[src/rtl/gpio_pad_pkg.sv]
// Shared constants for the GPIO pad controller: register map and debounce counter sizing.
package gpio_pad_pkg;

  // Register indices on the 3-bit bus address
  localparam logic [2:0] GPIO_DOUT     = 3'd0;
  localparam logic [2:0] GPIO_OE       = 3'd1;
  localparam logic [2:0] GPIO_OD       = 3'd2;
  localparam logic [2:0] GPIO_PULLEN   = 3'd3;
  localparam logic [2:0] GPIO_PULLUP   = 3'd4;
  localparam logic [2:0] GPIO_DIN      = 3'd5;
  localparam logic [2:0] GPIO_IRQ_EN   = 3'd6;
  localparam logic [2:0] GPIO_IRQ_STAT = 3'd7;

  localparam int unsigned DEB_CYCLES_DFLT = 4;

  // Counter must hold 0..DEB_CYCLES-1; one spare bit of headroom keeps DEB_CYCLES=1 legal
  function automatic int unsigned deb_cnt_w(input int unsigned n);
    return $clog2(n + 1);
  endfunction

  typedef logic [$clog2(DEB_CYCLES_DFLT + 1)-1:0] deb_cnt_t;

endpackage

[src/rtl/gpio_pad_in.sv]
// One pad input: 2-flop synchroniser, stable-count debounce, both-edge pulse.
module gpio_pad_in
  import gpio_pad_pkg::*;
#(
  parameter int unsigned DEB_CYCLES = DEB_CYCLES_DFLT
) (
  input  logic clk,
  input  logic rst,
  input  logic pad_d,
  output logic deb,
  output logic edge_pulse
);

  localparam int unsigned CNT_W = deb_cnt_w(DEB_CYCLES);
  localparam logic [CNT_W-1:0] CNT_LAST = CNT_W'(DEB_CYCLES - 1);

  logic             meta_q, meta_d;
  logic             s_q, s_d;
  logic             deb_q, deb_d;
  logic             deb_prev_q, deb_prev_d;
  logic [CNT_W-1:0] cnt_q, cnt_d;

  // Next state: sync chain, counter runs only while the synced input disagrees with deb
  always_comb begin
    meta_d     = pad_d;
    s_d        = meta_q;
    deb_d      = deb_q;
    cnt_d      = '0;
    deb_prev_d = deb_q;
    if (s_q != deb_q) begin
      if (cnt_q == CNT_LAST) begin
        deb_d = s_q;
        cnt_d = '0;
      end else begin
        cnt_d = cnt_q + CNT_W'(1);
      end
    end
  end

  // State registers; reset clears deb and its delayed copy together so no edge is seen
  always_ff @(posedge clk) begin
    if (rst) begin
      meta_q     <= 1'b0;
      s_q        <= 1'b0;
      deb_q      <= 1'b0;
      deb_prev_q <= 1'b0;
      cnt_q      <= '0;
    end else begin
      meta_q     <= meta_d;
      s_q        <= s_d;
      deb_q      <= deb_d;
      deb_prev_q <= deb_prev_d;
      cnt_q      <= cnt_d;
    end
  end

  assign deb        = deb_q;
  assign edge_pulse = deb_q ^ deb_prev_q;

endmodule

[src/rtl/gpio_pad_ctrl.sv]
// GPIO pad bank controller: register file, registered pad drive mux, input debounce, level IRQ.
module gpio_pad_ctrl
  import gpio_pad_pkg::*;
#(
  parameter int unsigned WIDTH      = 8,
  parameter int unsigned DEB_CYCLES = DEB_CYCLES_DFLT,
  parameter logic        SONOF_VAL  = 1'b1,
  parameter logic        CONOF_VAL  = 1'b0
) (
  input  logic             clk,
  input  logic             rst,
  input  logic             wr_en,
  input  logic             rd_en,
  input  logic [2:0]       addr,
  input  logic [WIDTH-1:0] wdata,
  output logic [WIDTH-1:0] rdata,
  output logic             irq,
  input  logic [WIDTH-1:0] pad_d,
  output logic [WIDTH-1:0] pad_a,
  output logic [WIDTH-1:0] pad_nen,
  output logic [WIDTH-1:0] pad_pen,
  output logic [WIDTH-1:0] pad_pu,
  output logic [WIDTH-1:0] pad_pd,
  output logic [WIDTH-1:0] pad_conof,
  output logic [WIDTH-1:0] pad_sonof
);

  logic [WIDTH-1:0] dout_q, dout_d, oe_q, oe_d, od_q, od_d;
  logic [WIDTH-1:0] pullen_q, pullen_d, pullup_q, pullup_d;
  logic [WIDTH-1:0] irq_en_q, irq_en_d, irq_stat_q, irq_stat_d;
  logic [WIDTH-1:0] rdata_q, rdata_d, rd_val;
  logic [WIDTH-1:0] pad_a_q, pad_a_d, pad_nen_q, pad_nen_d;
  logic [WIDTH-1:0] pad_pen_q, pad_pen_d, pad_pu_q, pad_pu_d, pad_pd_q, pad_pd_d;
  logic             irq_q, irq_d;
  logic [WIDTH-1:0] din_w, edge_w;

  for (genvar i = 0; i < WIDTH; i++) begin : g_in
    gpio_pad_in #(.DEB_CYCLES(DEB_CYCLES)) u_in (
      .clk        (clk),
      .rst        (rst),
      .pad_d      (pad_d[i]),
      .deb        (din_w[i]),
      .edge_pulse (edge_w[i])
    );
  end

  // Register writes, W1C status with set priority, read mux from pre-write state
  always_comb begin
    dout_d   = dout_q;
    oe_d     = oe_q;
    od_d     = od_q;
    pullen_d = pullen_q;
    pullup_d = pullup_q;
    irq_en_d = irq_en_q;
    irq_stat_d = irq_stat_q;
    if (wr_en) begin
      case (addr)
        GPIO_DOUT:     dout_d     = wdata;
        GPIO_OE:       oe_d       = wdata;
        GPIO_OD:       od_d       = wdata;
        GPIO_PULLEN:   pullen_d   = wdata;
        GPIO_PULLUP:   pullup_d   = wdata;
        GPIO_IRQ_EN:   irq_en_d   = wdata;
        GPIO_IRQ_STAT: irq_stat_d = irq_stat_q & ~wdata;
        default:       ;
      endcase
    end
    irq_stat_d = irq_stat_d | edge_w;

    case (addr)
      GPIO_DOUT:     rd_val = dout_q;
      GPIO_OE:       rd_val = oe_q;
      GPIO_OD:       rd_val = od_q;
      GPIO_PULLEN:   rd_val = pullen_q;
      GPIO_PULLUP:   rd_val = pullup_q;
      GPIO_DIN:      rd_val = din_w;
      GPIO_IRQ_EN:   rd_val = irq_en_q;
      default:       rd_val = irq_stat_q;
    endcase
    rdata_d = rd_en ? rd_val : rdata_q;

    // Open-drain bits never drive high: A forced low, driver on only when DOUT is 0
    pad_a_d   = dout_q & ~od_q;
    pad_nen_d = ~(oe_q & ~(od_q & dout_q));
    pad_pen_d = pullen_q;
    pad_pu_d  = pullen_q & pullup_q;
    pad_pd_d  = pullen_q & ~pullup_q;
    irq_d     = |(irq_stat_q & irq_en_q);
  end

  // All state and pad outputs registered; drivers come out of reset disabled
  always_ff @(posedge clk) begin
    if (rst) begin
      dout_q     <= '0;
      oe_q       <= '0;
      od_q       <= '0;
      pullen_q   <= '0;
      pullup_q   <= '0;
      irq_en_q   <= '0;
      irq_stat_q <= '0;
      rdata_q    <= '0;
      pad_a_q    <= '0;
      pad_nen_q  <= '1;
      pad_pen_q  <= '0;
      pad_pu_q   <= '0;
      pad_pd_q   <= '0;
      irq_q      <= 1'b0;
    end else begin
      dout_q     <= dout_d;
      oe_q       <= oe_d;
      od_q       <= od_d;
      pullen_q   <= pullen_d;
      pullup_q   <= pullup_d;
      irq_en_q   <= irq_en_d;
      irq_stat_q <= irq_stat_d;
      rdata_q    <= rdata_d;
      pad_a_q    <= pad_a_d;
      pad_nen_q  <= pad_nen_d;
      pad_pen_q  <= pad_pen_d;
      pad_pu_q   <= pad_pu_d;
      pad_pd_q   <= pad_pd_d;
      irq_q      <= irq_d;
    end
  end

  assign rdata     = rdata_q;
  assign irq       = irq_q;
  assign pad_a     = pad_a_q;
  assign pad_nen   = pad_nen_q;
  assign pad_pen   = pad_pen_q;
  assign pad_pu    = pad_pu_q;
  assign pad_pd    = pad_pd_q;
  assign pad_conof = {WIDTH{CONOF_VAL}};
  assign pad_sonof = {WIDTH{SONOF_VAL}};

endmodule

[config.mk]
export PLATFORM = sky130hd
export DESIGN_NAME = gpio_pad_ctrl
export DESIGN_NICKNAME = d
export VERILOG_FILES = /design/src/rtl/gpio_pad_pkg.sv /design/src/rtl/gpio_pad_in.sv /design/src/rtl/gpio_pad_ctrl.sv
export SDC_FILE = /design/constraint.sdc
export NUM_CORES = 1
export LEC_CHECK = 0
export CORE_UTILIZATION = 30
export CTS_BUF_LIST = sky130_fd_sc_hd__clkbuf_8
export CTS_CLUSTER_DIAMETER = 80
export DETAILED_ROUTE_END_ITERATION = 7
export PLACE_DENSITY = 0.45
export SETUP_SLACK_MARGIN = 0.02
export SKIP_LAST_GASP = 1
export SYNTH_ARGS = -nofsm -noshare
export SYNTH_HDL_FRONTEND = slang
export SYNTH_SLANG_ARGS = --single-unit
[constraint.sdc]
create_clock -name clk -period 3.3 [get_ports clk]
set_input_delay 0.495 -clock clk [delete_from_list [all_inputs] [get_ports clk]]
set_output_delay 0.495 -clock clk [all_outputs]
set_load 0.005 [all_outputs]
* Word-level counts from Yosys, hierarchy flattened *
Cells that the tools add are included.

storage, ports and cells
  output and inout bits = 65
  logic and storage cells = 141
  register bits = 161
  bits of input ports = 23

operators by class
  $add $sub $neg = 8
  multiplexer cells = 3
  reduce and logical (&&, ||, !) cells = 24
  equal/unequal tests = 23
  bitwise gates (word level) = 29

operators by type and width
  operator               number
  $and A8 B8 Y8          7
  $pmux W8 S7            1
  $not A8 Y8             5
  $eq A3 B2 Y1 const B   10
  $reduce_and A2 Y1      14
  $add A3 B1 Y3 const B  8
  $reduce_or A3 Y1       8
  $mux W8                2
  $eq A3 B3 Y1 const B   4
  $ne A1 B1 Y1           8
  $not A1 Y1             8
  $or A8 B8 Y8           1
  $reduce_or A8 Y1       1
  $xor A1 B1 Y1          8
  $eq A3 B1 Y1 const B   1
  $logic_not A3 Y1       1

* Logic depth before layout (Yosys ltp) *
  depth after elaboration = 5
  gate-level depth with buffers = 7
  depth with buffers taken out = 4

* Cells and area by module *
From an unflattened synthesis, not the netlist that was laid out.

second synthesis, totals
  cell total of the unflattened synthesis = 634
  area total of the unflattened synthesis = 6,092.1 µm²

modules (own cells, without submodules)
  module         area an instance (µm²)  cells each  times used
  gpio_pad_ctrl  4,120.2                 474         1
  gpio_pad_in    246.5                   20          8

* Least setup slack after synthesis *
Ideal clock, no wire load.

  path type = input to register
  start point = in addr[2]
  end point = reg rdata_q[3], in the netlist rdata[3]
  library setup time = 114 ps
  cell stages on the path = 6
  setup slack = 1,832 ps
  arrival time = 1,354 ps
  required time = 3,186 ps
  buffers on the path = 3
  cell sequence = buf_4 -> buf_6 -> buf_2 -> o221ai_1 -> a31oi_1 -> a21o_1

on the way
  cells in the longest elaborated chain, start to end = 2

RTL lines
  what                                        line                  RTL
  start: declaration                          gpio_pad_ctrl.sv:14   input logic [2:0] addr,
  $eq A3 B3 Y1, or another cell as far along  gpio_pad_ctrl.sv:70   case (addr)
  $pmux W8 S7 *                               gpio_pad_ctrl.sv:70
  end signal: assignment                      gpio_pad_ctrl.sv:116  rdata_q <= rdata_d;
  end: declaration                            gpio_pad_ctrl.sv:31   logic [WIDTH-1:0] rdata_q, rdata_d, rd_val;

Every way passes the cells marked *; elsewhere a longest branch is shown, timed or not.
A chain may end at the register's enable or synchronous reset.

* Worst setup path in the final report *
  start point = in addr[1]
  end point = reg rdata_q[6], in the netlist rdata[6]

Same word-level chain as after synthesis.

==> results.toml <==
[sta]
setup_tns_ns = 0
hold_viol_final = 0
finalCritPeriodShare = 0.660
setup_slack_ns = 1.12
finClkSkew_ns = 0.0139
max-slew-margin-rel = 0.455
min_period_ns = 2.18
report.final.slew_viol_count = 0
rsz0062_at_grt = "false"
timing.fmax_mhz = 459
setup_viol = 0
worst-slew-pin-transition_ns = 0.815

[global_routing]
grt_pass1_vias = 4243
grtUsageTotal = 0.149
grt_overflow_total = 0
grt_start_max_net_pins = 69
grt_pass1_wl_mm = 22.8
antenna_found_initial = 0

[routing]
drt_iter0_markers = 325
firstDrtPassIters = 4
routed_via_density = 4.50
antenna_left = 0
drc = 0
drt_wl_total_mm = 14.6
vias = 4466
wire_per_inst_um = 14.7

[clock_tree]
cts_buffers = 17
cts_tree = "done"
clock_path_buffers = 2
clkTransAtPathRegs_ns = 0.08
htree_levels = 4
cts-root-buf = "clkbuf_8"
cts_num_sinks = 161
clkLatencyLatePin_ns = 0.45
cts_resized = 0
postCtsSetupBuffers = 0
holdBufCountCts = 0

[placed_design]
gp_congestion = 0.843
hpwl_mm = 10.5
portBuffers = 71
dp_cells = 961
preCtsSetupSlack_ns = 0.671

[run]
drv_cap = 0

[worst_setup_path]
cp.arrival_ns = 2.51
criticalPathCategory = "in2reg"
r2r_setup_slack_ns = 1.97
critical_path_peak_fanout = 22
required_ns = 3.63
start_kind = "input port"
worstSetupEndpointType = "flip-flop"

[synth]
yosys.area_share.adder = 0.0328
synthDistinctLibCells = 44
synthTopCellsByCount = "dfxtp_1, nand2_1, a21oi_1, nor2_1, nor2b_1"
synth_ff_type = "dfxtp_1"
yosysTopAreaCell = "dfxtp_1"
postSynth.asyncResetShare = 0
avgSynthCellArea_um2 = 9.42
synth-edff-count = 0
synth_compound_area_frac = 0.104
yosys_warnings = 0
synth-seq-cells = 161
seq_area_frac_synth = 0.527
yosysMostFrequentCell = "dfxtp_1"
netlist_area_um2 = 6110
syn-instance-count = 649
synth-xor-area-share = 0.0229
synth_top_family_by_area = "simple AND/OR/NAND/NOR gates"
synthMuxAreaShare = 0.0377
synthSimpleGateAreaFrac = 0.218
synthTopCellsByArea = "dfxtp_1, nand2_1, a21oi_1"
synth_top_area_share = 0.527

[floorplanning]
die_h_um = 145
die_x_um = 145
initial_core_util = 0.310
ioPinCount = 88
rows = 51
fp.coreArea_um2 = 19700
die_area_um2 = 20900

[min_path]
hp-class = "reg2reg"

[power]
ir_drop_v = 0.000229
p_int_mw = 2.76
p_per_area_nw_per_um2 = 490
p_sw_frac = 0.236
power.share.sequential = 0.553
clkPwrFrac = 0.385
p_switching_uw = 853
pwr-share-comb = 0.062
leakage_nw = 2.69

[cells_and_area]
final.fill_count = 1989
fin_cells = 992
finalNetCount = 754
utilization = 0.374
diodes = 0
area_delta_synth_final_pct = 20.6
drive_above_1_share = 0.0660

[outcome]
status = "complete, no violations"
area by class of cell:
type	count	area, um^2	area share
Clock buffer	22	303	0.0411
Clock inverter	9	82.6	0.0112
Inverter	21	78.8	0.0107
Multi-Input combinational cell	439	2600	0.353
Sequential cell	161	3220	0.437
Tap cell	265	332	0.0450
Timing Repair Buffer	75	751	0.102
sequential cells by signal, summed over array words and instances (netlist names):
signal,count
dout_q,8
g_in.u_in.cnt_q,24
g_in.u_in.deb,8
g_in.u_in.deb_prev_q,8
g_in.u_in.meta_q,8
g_in.u_in.s_q,8
irq,1
irq_en_q,8
irq_stat_q,8
od_q,8
oe_q,8
pad_a,8
pad_nen,8
pad_pd,8
pad_pen,8
pad_pen_d,8
pad_pu,8
pullup_q,8
rdata,8
per-stage QoR:
stage	hold WS, ns	power [mW]	cell area [um^2]
after floorplan	0.392	2.18	6160
after global placement	0.406	2.27	6990
after detailed placement	0.409	2.27	6990
after CTS	0.419	3.68	7370
after global routing	0.437	3.79	7370
final	0.420	3.61	7370
final timing paths:
check | from | to | cells past startpoint
hold / removal | g_in[1].u_in.cnt_q[0]$_SDFF_PP0_ | g_in[1].u_in.cnt_q[0]$_SDFF_PP0_ | 1
setup / recovery | addr[1] | rdata[6]$_SDFFE_PP0P_ | 6
setup reg to reg | pad_pen_d[3]$_SDFFE_PP0P_ | rdata[3]$_SDFFE_PP0P_ | 4
hold reg to reg | g_in[1].u_in.cnt_q[0]$_SDFF_PP0_ | g_in[1].u_in.cnt_q[0]$_SDFF_PP0_ | 1
layout by cell type (no fill, tap or decap), types with 3 or more instances in the layout:
cell type / instances
xor2_1: 8
nor2b_1: 40
clkbuf_8: 22
buf_4: 4
clkinv_2: 3
ha_1: 16
o211ai_1: 10
nor3b_1: 8
a221o_1: 10
nor2_1: 50
a21oi_1: 50
clkdlybuf4s50_1: 70
clkinv_4: 3
inv_1: 22
o21ai_0: 8
or3_1: 8
nand3b_1: 9
o21ai_1: 6
mux2i_1: 17
conb_1: 16
dfxtp_1: 161
nand2_1: 115
and2_1: 13
nand2b_1: 3
a22oi_1: 9
nand3_1: 6
xnor2_1: 8
o221ai_1: 3
power groups by stage:
stage               sequential, mW  combinational, mW  clock, mW
floorplan                     2.04              0.146          0
global placement              2.04              0.223          0
detailed placement            2.05              0.227          0
CTS                           2.00              0.228       1.45
global route                  2.00              0.248       1.53
finish                        2.00              0.225       1.39
critical path, stage by stage:
cell and delay (ns):
clkdlybuf4s50_1 1.00, buf_4 0.29, or2_1 0.25, o211ai_1 0.12
a22oi_1 0.26, o21ai_1 0.08
cell families after synthesis:
kind of cell    Yosys count
mux                      22
buf+inv                  63
fa+ha+maj                16
other cells               2
xor+xnor                 16
simple gates            267
flops                   161
compound gates          102
metal layers:
layer  vias to the layer above  part of all wire  global-route usage
met3                        10             0.034              0.0339
met4                         0             0.014              0.0626
met5                         -                 0                   0
met1                      2089              0.46               0.184
met2                       105              0.49               0.250
li1                       2262                 -                   -
Note: power is estimated with default switching activity, not from simulation.
